--- config.mk ---
export PLATFORM = sky130hd
export DESIGN_NAME = fft_frame_loader_flat
export DESIGN_NICKNAME = d
export VERILOG_FILES = /design/src/rtl/fft_pkg.sv /design/src/rtl/fft_frame_loader_if.sv /design/src/rtl/fft_frame_bank.sv /design/src/rtl/fft_frame_loader.sv /design/src/flat_wrapper.sv
export SDC_FILE = /design/constraint.sdc
export NUM_CORES = 2
export LEC_CHECK = 0
export ABC_AREA = 1
export BUFFER_PORTS_ARGS = -buffer_cell sky130_fd_sc_hd__buf_2
export CORE_ASPECT_RATIO = 0.9
export CORE_MARGIN = 8
export CORE_UTILIZATION = 60
export CTS_CLUSTER_DIAMETER = 60
export DETAILED_ROUTE_END_ITERATION = 10
export GPL_ROUTABILITY_DRIVEN = 0
export PLACE_DENSITY = 0.78
export SYNTH_ARGS = -nofsm -noshare
export SYNTH_HDL_FRONTEND = slang
export SYNTH_SLANG_ARGS = --single-unit
--- constraint.sdc ---
create_clock -name clk -period 41 [get_ports clk]
set_input_delay 10.25 -clock clk [delete_from_list [all_inputs] [get_ports clk]]
set_output_delay 10.25 -clock clk [all_outputs]
set_load 0.1 [all_outputs]
--- src/rtl/fft_pkg.sv ---
// fft_pkg: frame geometry, complex sample type and index bit-reversal for the FFT front end.
// Latency: n/a (types and constants only).
// Backpressure: n/a.
package fft_pkg;

  localparam int FFT_N  = 8;
  localparam int FFT_W  = 16;
  localparam int FFT_LN = $clog2(FFT_N);

  // One complex sample; both parts are raw two's complement bit patterns.
  typedef struct packed {
    logic [FFT_W-1:0] re;
    logic [FFT_W-1:0] im;
  } cplx_t;

  // Reverse the FFT_LN-bit sample index (slot k -> slot bitrev(k)).
  function automatic logic [FFT_LN-1:0] bitrev(input logic [FFT_LN-1:0] k);
    logic [FFT_LN-1:0] r;
    r = '0;
    for (int b = 0; b < FFT_LN; b++) begin
      r[b] = k[FFT_LN-1-b];
    end
    return r;
  endfunction

endpackage

--- src/rtl/fft_frame_loader_if.sv ---
// fft_frame_loader_if: serial sample stream in, parallel frame plus start/done out to the FFT core.
// Latency: n/a (wires only).
// Backpressure: in_valid/in_ready handshake on the sample side; fft_done level from the core.
interface fft_frame_loader_if;
  import fft_pkg::*;

  logic                          in_valid;
  logic                          in_ready;
  logic [FFT_W-1:0]              in_real;
  logic [FFT_W-1:0]              in_imag;
  logic                          fft_start;
  logic [FFT_N-1:0][FFT_W-1:0]   fft_real;
  logic [FFT_N-1:0][FFT_W-1:0]   fft_imag;
  logic                          fft_done;
  logic [15:0]                   frames_issued;

  // Environment side: sample source plus FFT core.
  modport master (
    output in_valid, in_real, in_imag, fft_done,
    input  in_ready, fft_start, fft_real, fft_imag, frames_issued
  );

  // Loader side.
  modport slave (
    input  in_valid, in_real, in_imag, fft_done,
    output in_ready, fft_start, fft_real, fft_imag, frames_issued
  );

endinterface

--- src/rtl/fft_frame_bank.sv ---
// fft_frame_bank: one N-entry complex register array, single indexed write, full parallel read.
// Latency: write visible on rd_dat the cycle after we; clr zeroes the array the cycle after.
// Backpressure: none; the owner decides when writes are legal.
module fft_frame_bank
  import fft_pkg::*;
(
  input  logic                  clk,
  input  logic                  rst,
  input  logic                  we,
  input  logic                  clr,
  input  logic [FFT_LN-1:0]     idx,
  input  cplx_t                 wr_dat,
  output cplx_t [FFT_N-1:0]     rd_dat
);

  cplx_t [FFT_N-1:0] mem_q, mem_d;

  // Clear wins over write; the owner never does both to one bank in a cycle.
  always_comb begin
    mem_d = mem_q;
    if (clr) begin
      mem_d = '0;
    end else if (we) begin
      mem_d[idx] = wr_dat;
    end
  end

  // Sample storage, cleared asynchronously on reset.
  always_ff @(posedge clk or posedge rst) begin
    if (rst) begin
      mem_q <= '0;
    end else begin
      mem_q <= mem_d;
    end
  end

  assign rd_dat = mem_q;

endmodule

--- src/rtl/fft_frame_loader.sv ---
// fft_frame_loader: ping-pong assembly of N-sample frames, issued to the FFT core with a start pulse.
// Latency: 8th sample accepted at edge t -> fft_start and frame data registered at edge t+1.
// Backpressure: in_ready low while both banks hold frames; a bank frees on the core's done rising edge.
// FFT_LOADER_BITREV_EN: when defined, sample k lands in slot bitrev(k) instead of slot k.
module fft_frame_loader
  import fft_pkg::*;
(
  input  logic              clk,
  input  logic              rst,
  fft_frame_loader_if.slave bus
);

  localparam int N  = FFT_N;
  localparam int LN = FFT_LN;

  logic              fill_bank_q, fill_bank_d;
  logic [LN-1:0]     wr_idx_q, wr_idx_d;
  logic [1:0]        full_q, full_d;
  logic              fft_bank_q, fft_bank_d;
  logic              fft_busy_q, fft_busy_d;
  logic              done_q, done_d;
  logic              fft_start_q, fft_start_d;
  logic [15:0]       frames_issued_q, frames_issued_d;
  cplx_t [N-1:0]     out_q, out_d;

  cplx_t [N-1:0]     bank_rd [2];
  logic [1:0]        bank_we;
  logic [1:0]        bank_clr;
  cplx_t             wr_dat;
  logic [LN-1:0]     slot;
  logic              in_ready;
  logic              accept;
  logic              last_accept;
  logic              release_ev;
  logic              issue;
  logic              issue_bank;
  logic [N-1:0][FFT_W-1:0] real_o, imag_o;

  assign in_ready    = ~full_q[fill_bank_q];
  assign accept      = bus.in_valid & in_ready;
  assign last_accept = accept & (wr_idx_q == LN'(N - 1));
  // Only a done rising edge while a frame is out counts; a held level or a stray edge does nothing.
  assign release_ev  = bus.fft_done & ~done_q & fft_busy_q;
  // Busy and release are exclusive, so release and issue can never land on the same edge.
  assign issue       = ~fft_busy_q & (|full_q);
  // Banks fill alternately: with both full, the one fill_bank points back at is the older.
  assign issue_bank  = (&full_q) ? fill_bank_q : full_q[1];
  assign wr_dat      = '{re: bus.in_real, im: bus.in_imag};

`ifdef FFT_LOADER_BITREV_EN
  assign slot = bitrev(wr_idx_q);
`else
  assign slot = wr_idx_q;
`endif

  for (genvar b = 0; b < 2; b++) begin : g_bank
    assign bank_we[b]  = accept & (fill_bank_q == 1'(b));
    // The released bank's contents already sit in the output register, so it is wiped on release.
    assign bank_clr[b] = release_ev & (fft_bank_q == 1'(b));

    fft_frame_bank u_bank (
      .clk    (clk),
      .rst    (rst),
      .we     (bank_we[b]),
      .clr    (bank_clr[b]),
      .idx    (slot),
      .wr_dat (wr_dat),
      .rd_dat (bank_rd[b])
    );
  end

  // Fill pointer, full flags, release and issue bookkeeping.
  always_comb begin
    fill_bank_d     = fill_bank_q;
    wr_idx_d        = wr_idx_q;
    full_d          = full_q;
    fft_bank_d      = fft_bank_q;
    fft_busy_d      = fft_busy_q;
    done_d          = bus.fft_done;
    fft_start_d     = 1'b0;
    frames_issued_d = frames_issued_q;
    out_d           = out_q;

    if (accept) begin
      wr_idx_d = wr_idx_q + 1'b1;
      if (last_accept) begin
        full_d[fill_bank_q] = 1'b1;
        fill_bank_d         = ~fill_bank_q;
      end
    end

    if (release_ev) begin
      fft_busy_d         = 1'b0;
      full_d[fft_bank_q] = 1'b0;
    end

    if (issue) begin
      fft_bank_d      = issue_bank;
      fft_busy_d      = 1'b1;
      fft_start_d     = 1'b1;
      frames_issued_d = frames_issued_q + 16'd1;
      out_d           = bank_rd[issue_bank];
    end
  end

  // Control and output registers; reset discards any partial or in-flight frame.
  always_ff @(posedge clk or posedge rst) begin
    if (rst) begin
      fill_bank_q     <= 1'b0;
      wr_idx_q        <= '0;
      full_q          <= '0;
      fft_bank_q      <= 1'b0;
      fft_busy_q      <= 1'b0;
      done_q          <= 1'b0;
      fft_start_q     <= 1'b0;
      frames_issued_q <= '0;
      out_q           <= '0;
    end else begin
      fill_bank_q     <= fill_bank_d;
      wr_idx_q        <= wr_idx_d;
      full_q          <= full_d;
      fft_bank_q      <= fft_bank_d;
      fft_busy_q      <= fft_busy_d;
      done_q          <= done_d;
      fft_start_q     <= fft_start_d;
      frames_issued_q <= frames_issued_d;
      out_q           <= out_d;
    end
  end

  // Unpack the held frame onto the core's parallel real/imag buses.
  always_comb begin
    real_o = '0;
    imag_o = '0;
    for (int i = 0; i < N; i++) begin
      real_o[i] = out_q[i].re;
      imag_o[i] = out_q[i].im;
    end
  end

  assign bus.in_ready      = in_ready;
  assign bus.fft_start     = fft_start_q;
  assign bus.fft_real      = real_o;
  assign bus.fft_imag      = imag_o;
  assign bus.frames_issued = frames_issued_q;

endmodule

--- src/flat_wrapper.sv ---
// flat-port wrapper written by rule: the top's interface ports become plain ports
module fft_frame_loader_flat import fft_pkg::*;
  (clk, rst, bus_in_valid, bus_in_real, bus_in_imag, bus_fft_done, bus_in_ready, bus_fft_start, bus_fft_real, bus_fft_imag, bus_frames_issued);
  fft_frame_loader_if bus_i ();
  input  logic clk;
  input  logic rst;
  input wire logic [$bits(bus_i.in_valid)-1:0] bus_in_valid;
  input wire logic [$bits(bus_i.in_real)-1:0] bus_in_real;
  input wire logic [$bits(bus_i.in_imag)-1:0] bus_in_imag;
  input wire logic [$bits(bus_i.fft_done)-1:0] bus_fft_done;
  output wire logic [$bits(bus_i.in_ready)-1:0] bus_in_ready;
  output wire logic [$bits(bus_i.fft_start)-1:0] bus_fft_start;
  output wire logic [$bits(bus_i.fft_real)-1:0] bus_fft_real;
  output wire logic [$bits(bus_i.fft_imag)-1:0] bus_fft_imag;
  output wire logic [$bits(bus_i.frames_issued)-1:0] bus_frames_issued;
  assign bus_i.in_valid = bus_in_valid;
  assign bus_i.in_real = bus_in_real;
  assign bus_i.in_imag = bus_in_imag;
  assign bus_i.fft_done = bus_fft_done;
  assign bus_in_ready = bus_i.in_ready;
  assign bus_fft_start = bus_i.fft_start;
  assign bus_fft_real = bus_i.fft_real;
  assign bus_fft_imag = bus_i.fft_imag;
  assign bus_frames_issued = bus_i.frames_issued;
  fft_frame_loader u_core (.clk(clk), .rst(rst), .bus(bus_i));
endmodule
# Yosys cells after proc, flatten, opt, wreduce, memory -nomap -nowiden
# Index checks and enable logic that the tools add are counted.
# word_totals
reg_bits	794
input_bits	36
# classes
n_addsub	2
n_lt_le_gt_ge	7
n_eq_ne	1
n_mux	24
n_bitwise	18
n_reduce_logical	9
# ops
op	count
256-bit 2-to-1 mux	7
256-bit bitwise mux	2
32-bit demux with 3-bit select	1
32-bit 2-to-1 mux	1
16-bit by 1-bit adder with 16-bit output (second input constant)	1
1-bit AND	9
1-bit 2-to-1 mux	8
2-bit 2-to-1 mux	3
2-bit nonzero test	3
1-bit NOT	5
1-bit by 2-bit < comparator with 1-bit output (second input constant)	2
3-bit by 4-bit < comparator with 1-bit output (second input constant)	1
2-bit AND reduction	2
3-bit by 1-bit adder with 3-bit output (second input constant)	1
3-bit equality test (second input constant)	1
3-bit by 1-bit >= comparator with 1-bit output (second input constant)	1
1-bit logical AND	3
2-bit AND	1
1-bit demux with 1-bit select	2
1-bit >= comparator (second input constant)	2
2-bit >= comparator (second input constant)	1
1-bit NOT with 2-bit output	1
2-bit NOT	1
2-bit bitwise OR	1
2-bit OR reduction	1

# Logic depth before layout (Yosys ltp)
# logic_depth
word_depth	9
ltp_mapped	11

# Modules after synthesis
# Synthesis repeated with hierarchy kept, for this count alone.
# unflattened
cells_unflattened	3983
hier_area_um2	34951.0
# modules_own_cells
mod	n_inst	cells_each	area_each_um2	seq_area_each_um2
fft_frame_bank	2	1217	11103.1	6406.1
fft_frame_loader	1	1549	12744.7	7056.8

# Worst setup path after synthesis
# No wires, ideal clock.
# synth_timing
path_kind	reg-to-output
from	register u_core.fill_bank_q
to	output bus_in_ready
arrival_ns	1.368
slack_ns	29.382
path_stages_with_launch	4
path_cell_list	dfrtp_1 > inv_2 > nand2_2 > and2_1
# synth_between
elab_chain_cells	3
# synth_lines
element	line	text
from (decl)	fft_frame_loader.sv:16	logic fill_bank_q, fill_bank_d;
from (signal assigned)	fft_frame_loader.sv:119	fill_bank_q <= fill_bank_d;
1-bit 2-to-1 mux (not written as such) (2 in series)	fft_frame_loader.sv:39	assign in_ready = ~full_q[fill_bank_q];
1-bit NOT	fft_frame_loader.sv:39	
to (decl)	flat_wrapper.sv:11	output wire logic [$bits(bus_i.in_ready)-1:0] bus_in_ready;
# Every way passes these cells. The select of a mux whose other input is x is not followed.

# Final worst setup path
# layout_timing
from	input bus_fft_done
to	register u_core.g_bank[1].u_bank.mem_q (netlist bit u_core.g_bank[1].u_bank.rd_dat[189])
# layout_between
elab_chain_cells	4
elab_cells_between_ends	5
cone_classes	mux (1); bitwise (3); reduce/logical (1)
# layout_lines
element	line	text
from (decl)	flat_wrapper.sv:10	input wire logic [$bits(bus_i.fft_done)-1:0] bus_fft_done;
1-bit AND (*) (2 in series)	fft_frame_loader.sv:43	assign release_ev = bus.fft_done & ~done_q & fft_busy_q;
1-bit AND (*)	fft_frame_loader.sv:59	assign bank_clr[b] = release_ev & (fft_bank_q == 1'(b));
256-bit 2-to-1 mux or 2-bit nonzero test (tied branches)	-	
to (signal assigned)	fft_frame_bank.sv:33	mem_q <= mem_d;
to (decl)	fft_frame_bank.sv:16	cplx_t [FFT_N-1:0] mem_q, mem_d;
# Every way passes the cells marked *; elsewhere a longest branch is shown, timed or not.
# A chain may end at the register's enable or synchronous reset.

==> flow_metrics.py <==
metrics = {
    "cts": {
        "cts_root_buffer": "clkbuf_16",
        "worstSkewPairLatency_ps": 630,
        "cts_max_level": 3,
        "cts_tree": "done",
        "cts.clk_slew.worst_paths_ps": 50,
        "clockBufferDepth": 3,
        "numCtsBuffers": 81,
        "post-cts-setup-buffers": 0,
        "cts_resized": 0,
        "holdBufCountCts": 0,
        "cts.sinks": 794,
    },
    "setup_path": {
        "path_delay_family": "buffers and inverters",
        "crit_cells": 10,
        "crit_fanout": 89,
        "crit_path_top_delay_cell": "buf_4",
        "worstPathArrival_ps": 13730,
        "critPathBufInv": 5,
        "startpoint_type": "input pin",
        "max_stage_delay_ps": 890,
        "crit_path_end_kind": "register",
        "rr_worst_depth": 11,
        "crit_chain": "buf_2 -> nand2_1 -> inv_1 -> nand2_1 -> inv_1 -> nor2_4 -> buf_4 -> buf_4 -> nand2_1 -> o21ai_0",
        "crit_type": "in -> reg",
        "crit_top_cell": "nand2_1",
        "critPathRequiredTime_ps": 41520,
    },
    "synthesis": {
        "yosysWarnings": 0,
        "synth_area_leaders": "dfrtp_1 58%, a21oi_1 7.6%, o21ai_0 6.8%",
        "async_flop_share_pct": 100,
        "synth_edf_count": 0,
        "yosys.area.top_type": "dfrtp_1",
        "avgSynthCellArea_um2": 8.41,
        "post-synth-top-count-cell": "dfrtp_1",
        "synth_top_area_share_pct": 58.2,
        "syn_nets": 4101,
        "synth_cells": 4062,
        "synthFlopType": "dfrtp_1",
        "synth_seq_area_share_pct": 58.2,
        "ys_types": 24,
        "synth-seq-cells": 794,
        "synthTopCellsByCount": "794 x dfrtp_1, 567 x inv_1, 552 x nand2_1, 531 x nor2_1, 517 x a21oi_1",
        "synthesis.area_um2": 34200,
    },
    "run_status": {
        "status": "finished clean",
    },
    "drt": {
        "drc": 0,
        "antenna_left": 0,
        "first_iter_violations": 3891,
        "viasPerCell": 5.87,
        "routedWlPerCell_um": 21.2,
        "via_count": 29636,
        "drt_pre_antenna_iters": 8,
        "routed_wirelength_um": 107000,
    },
    "die": {
        "num_rows": 83,
        "pin_count": 310,
        "start_util_pct": 60.2,
        "coreArea_um2": 56700,
        "die_x_um": 267,
        "die_h_um": 242,
        "floorplan.die_area_um2": 64800,
    },
    "sta": {
        "tightest_slew_ps": 1210,
        "finClkSkew_ps": 23.4,
        "maxSlewViolCount": 0,
        "timing.final.crit_share_pct": 32.2,
        "maxSlewHeadroom_pct": 19.5,
        "setup_viol": 0,
        "rsz0062_at_grt": "no",
        "finalHoldViolCount": 0,
        "max_freq_mhz": 75.7,
        "layout_min_cycle_time_ps": 13210,
        "setup-tns-final_ps": 0,
    },
    "placed_design": {
        "dp_hpwl_um": 57800,
        "portBuffers": 309,
        "place_area_um2": 35900,
    },
    "global_routing": {
        "grt_pass1_wl_um": 167000,
        "grt_pass1_vias": 29287,
        "grt_overflow_total": 0,
        "antenna_found_initial": 6,
        "grt_max_degree": 200,
        "grt_use_total_pct": 32.7,
    },
    "cells_and_area": {
        "fin_area_um2": 38500,
        "drive_gt1_share_pct": 11.8,
        "area_delta_synth_final_pct": 12.8,
        "final_nets": 4268,
        "post-route-util_pct": 67.9,
    },
    "hold_path": {
        "hold_path_class": "reg -> reg",
        "whs_path_depth": 2,
    },
    "flow_run": {
        "max-cap-violations": 0,
    },
}
## layer usage
metal / up-vias / share of wire [%] / global-route usage, %
met2: 1698 / 45 / 49.7
met1: 14398 / 39 / 43.0
li1: 13218 / - / -
met3: 316 / 11 / 7.97
met4: 6 / 6.2 / 18.3
met5: - / 0.048 / 0
## registers in the layout, indices dropped and copies added (netlist names)
name and flops:
u_core.bus.frames_issued 16, u_core.slot 3, u_core.done_q 1, u_core.fft_busy_q 1, u_core.full_q 2, u_core.bus.fft_real 128
u_core.bus.fft_start 1, u_core.fill_bank_q 1, u_core.bus.fft_imag 128, u_core.fft_bank_q 1, u_core.g_bank.u_bank.rd_dat 512
## final timing paths
kind                                                           startpoint                                              end  slack, ps
setup / recovery                                             bus_fft_done  u_core.g_bank[1].u_bank.rd_dat[189]$_DFFE_PP0P_      27790
hold / removal             u_core.g_bank[0].u_bank.rd_dat[95]$_DFFE_PP0P_   u_core.g_bank[0].u_bank.rd_dat[95]$_DFFE_PP0P_        490
min in group asynchronous                                             rst   u_core.g_bank[1].u_bank.rd_dat[52]$_DFFE_PP0P_       9740
max in group asynchronous                                             rst              u_core.bus.fft_imag[68]$_DFFE_PP0P_      28020
hold reg to reg            u_core.g_bank[0].u_bank.rd_dat[95]$_DFFE_PP0P_   u_core.g_bank[0].u_bank.rd_dat[95]$_DFFE_PP0P_        490
setup reg to reg                            u_core.fft_busy_q$_DFFE_PP0P_  u_core.g_bank[1].u_bank.rd_dat[189]$_DFFE_PP0P_      36960
## worst min-delay path, delay by kind of cell, from the launching register on
kind	cells	cell delay, ps
and+or+nand+nor	2	110
DFF	1	350
## cell usage in the layout, fill, tap and decap left out, types with 2 or more instances in the layout
master and instances:
dfrtp_1 794, inv_1 565, nand2_1 551, nor2_1 531, a21oi_1 517, o21ai_0 461
buf_2 309, nand3_1 268, clkbuf_16 85, o21ai_1 51, buf_4 44, clkbuf_1 19
clkbuf_8 18, o21ai_2 16, xor2_1 10, clkinv_2 9, inv_8 4, nand4_1 4
inv_6 4, diode_2 3, xnor2_1 3, ha_1 3, clkinvlp_4 3, buf_12 3
inv_2 2, nand4_4 2, nor2_4 2
## cell families after synthesis
logic type      share of synthesized area (%)
xor+xnor                                0.333
compound gates                           15.4
simple gates                             16.1
flops                                    58.2
buf+inv                                  9.89
fa+ha+maj                               0.110
## layout make-up
class / instances / area [µm²]
flip-flops and latches: 794 / 19900
fillers: 4552 / 18200
multi-input cells: 2424 / 11000
clock buffers: 122 / 2450
inverters: 572 / 2180
repair buffers: 356 / 1940
well taps: 765 / 957
clock inverters: 17 / 133
diodes: 3 / 7.51
## per-stage QoR
step	std cells	hold slack, ps	setup WS, ps
6_report	5053	487	27790
5_1_grt	5051	525	27510
4_1_cts	5050	486	27940
3_5_place_dp	4911	470	27300
3_3_place_gp	4911	462	27310
2_1_floorplan	4062	442	8450
Power is left out: the tool's default activity adds up to more than one toggle a clock period on the data nets, which glitch-free logic cannot reach.
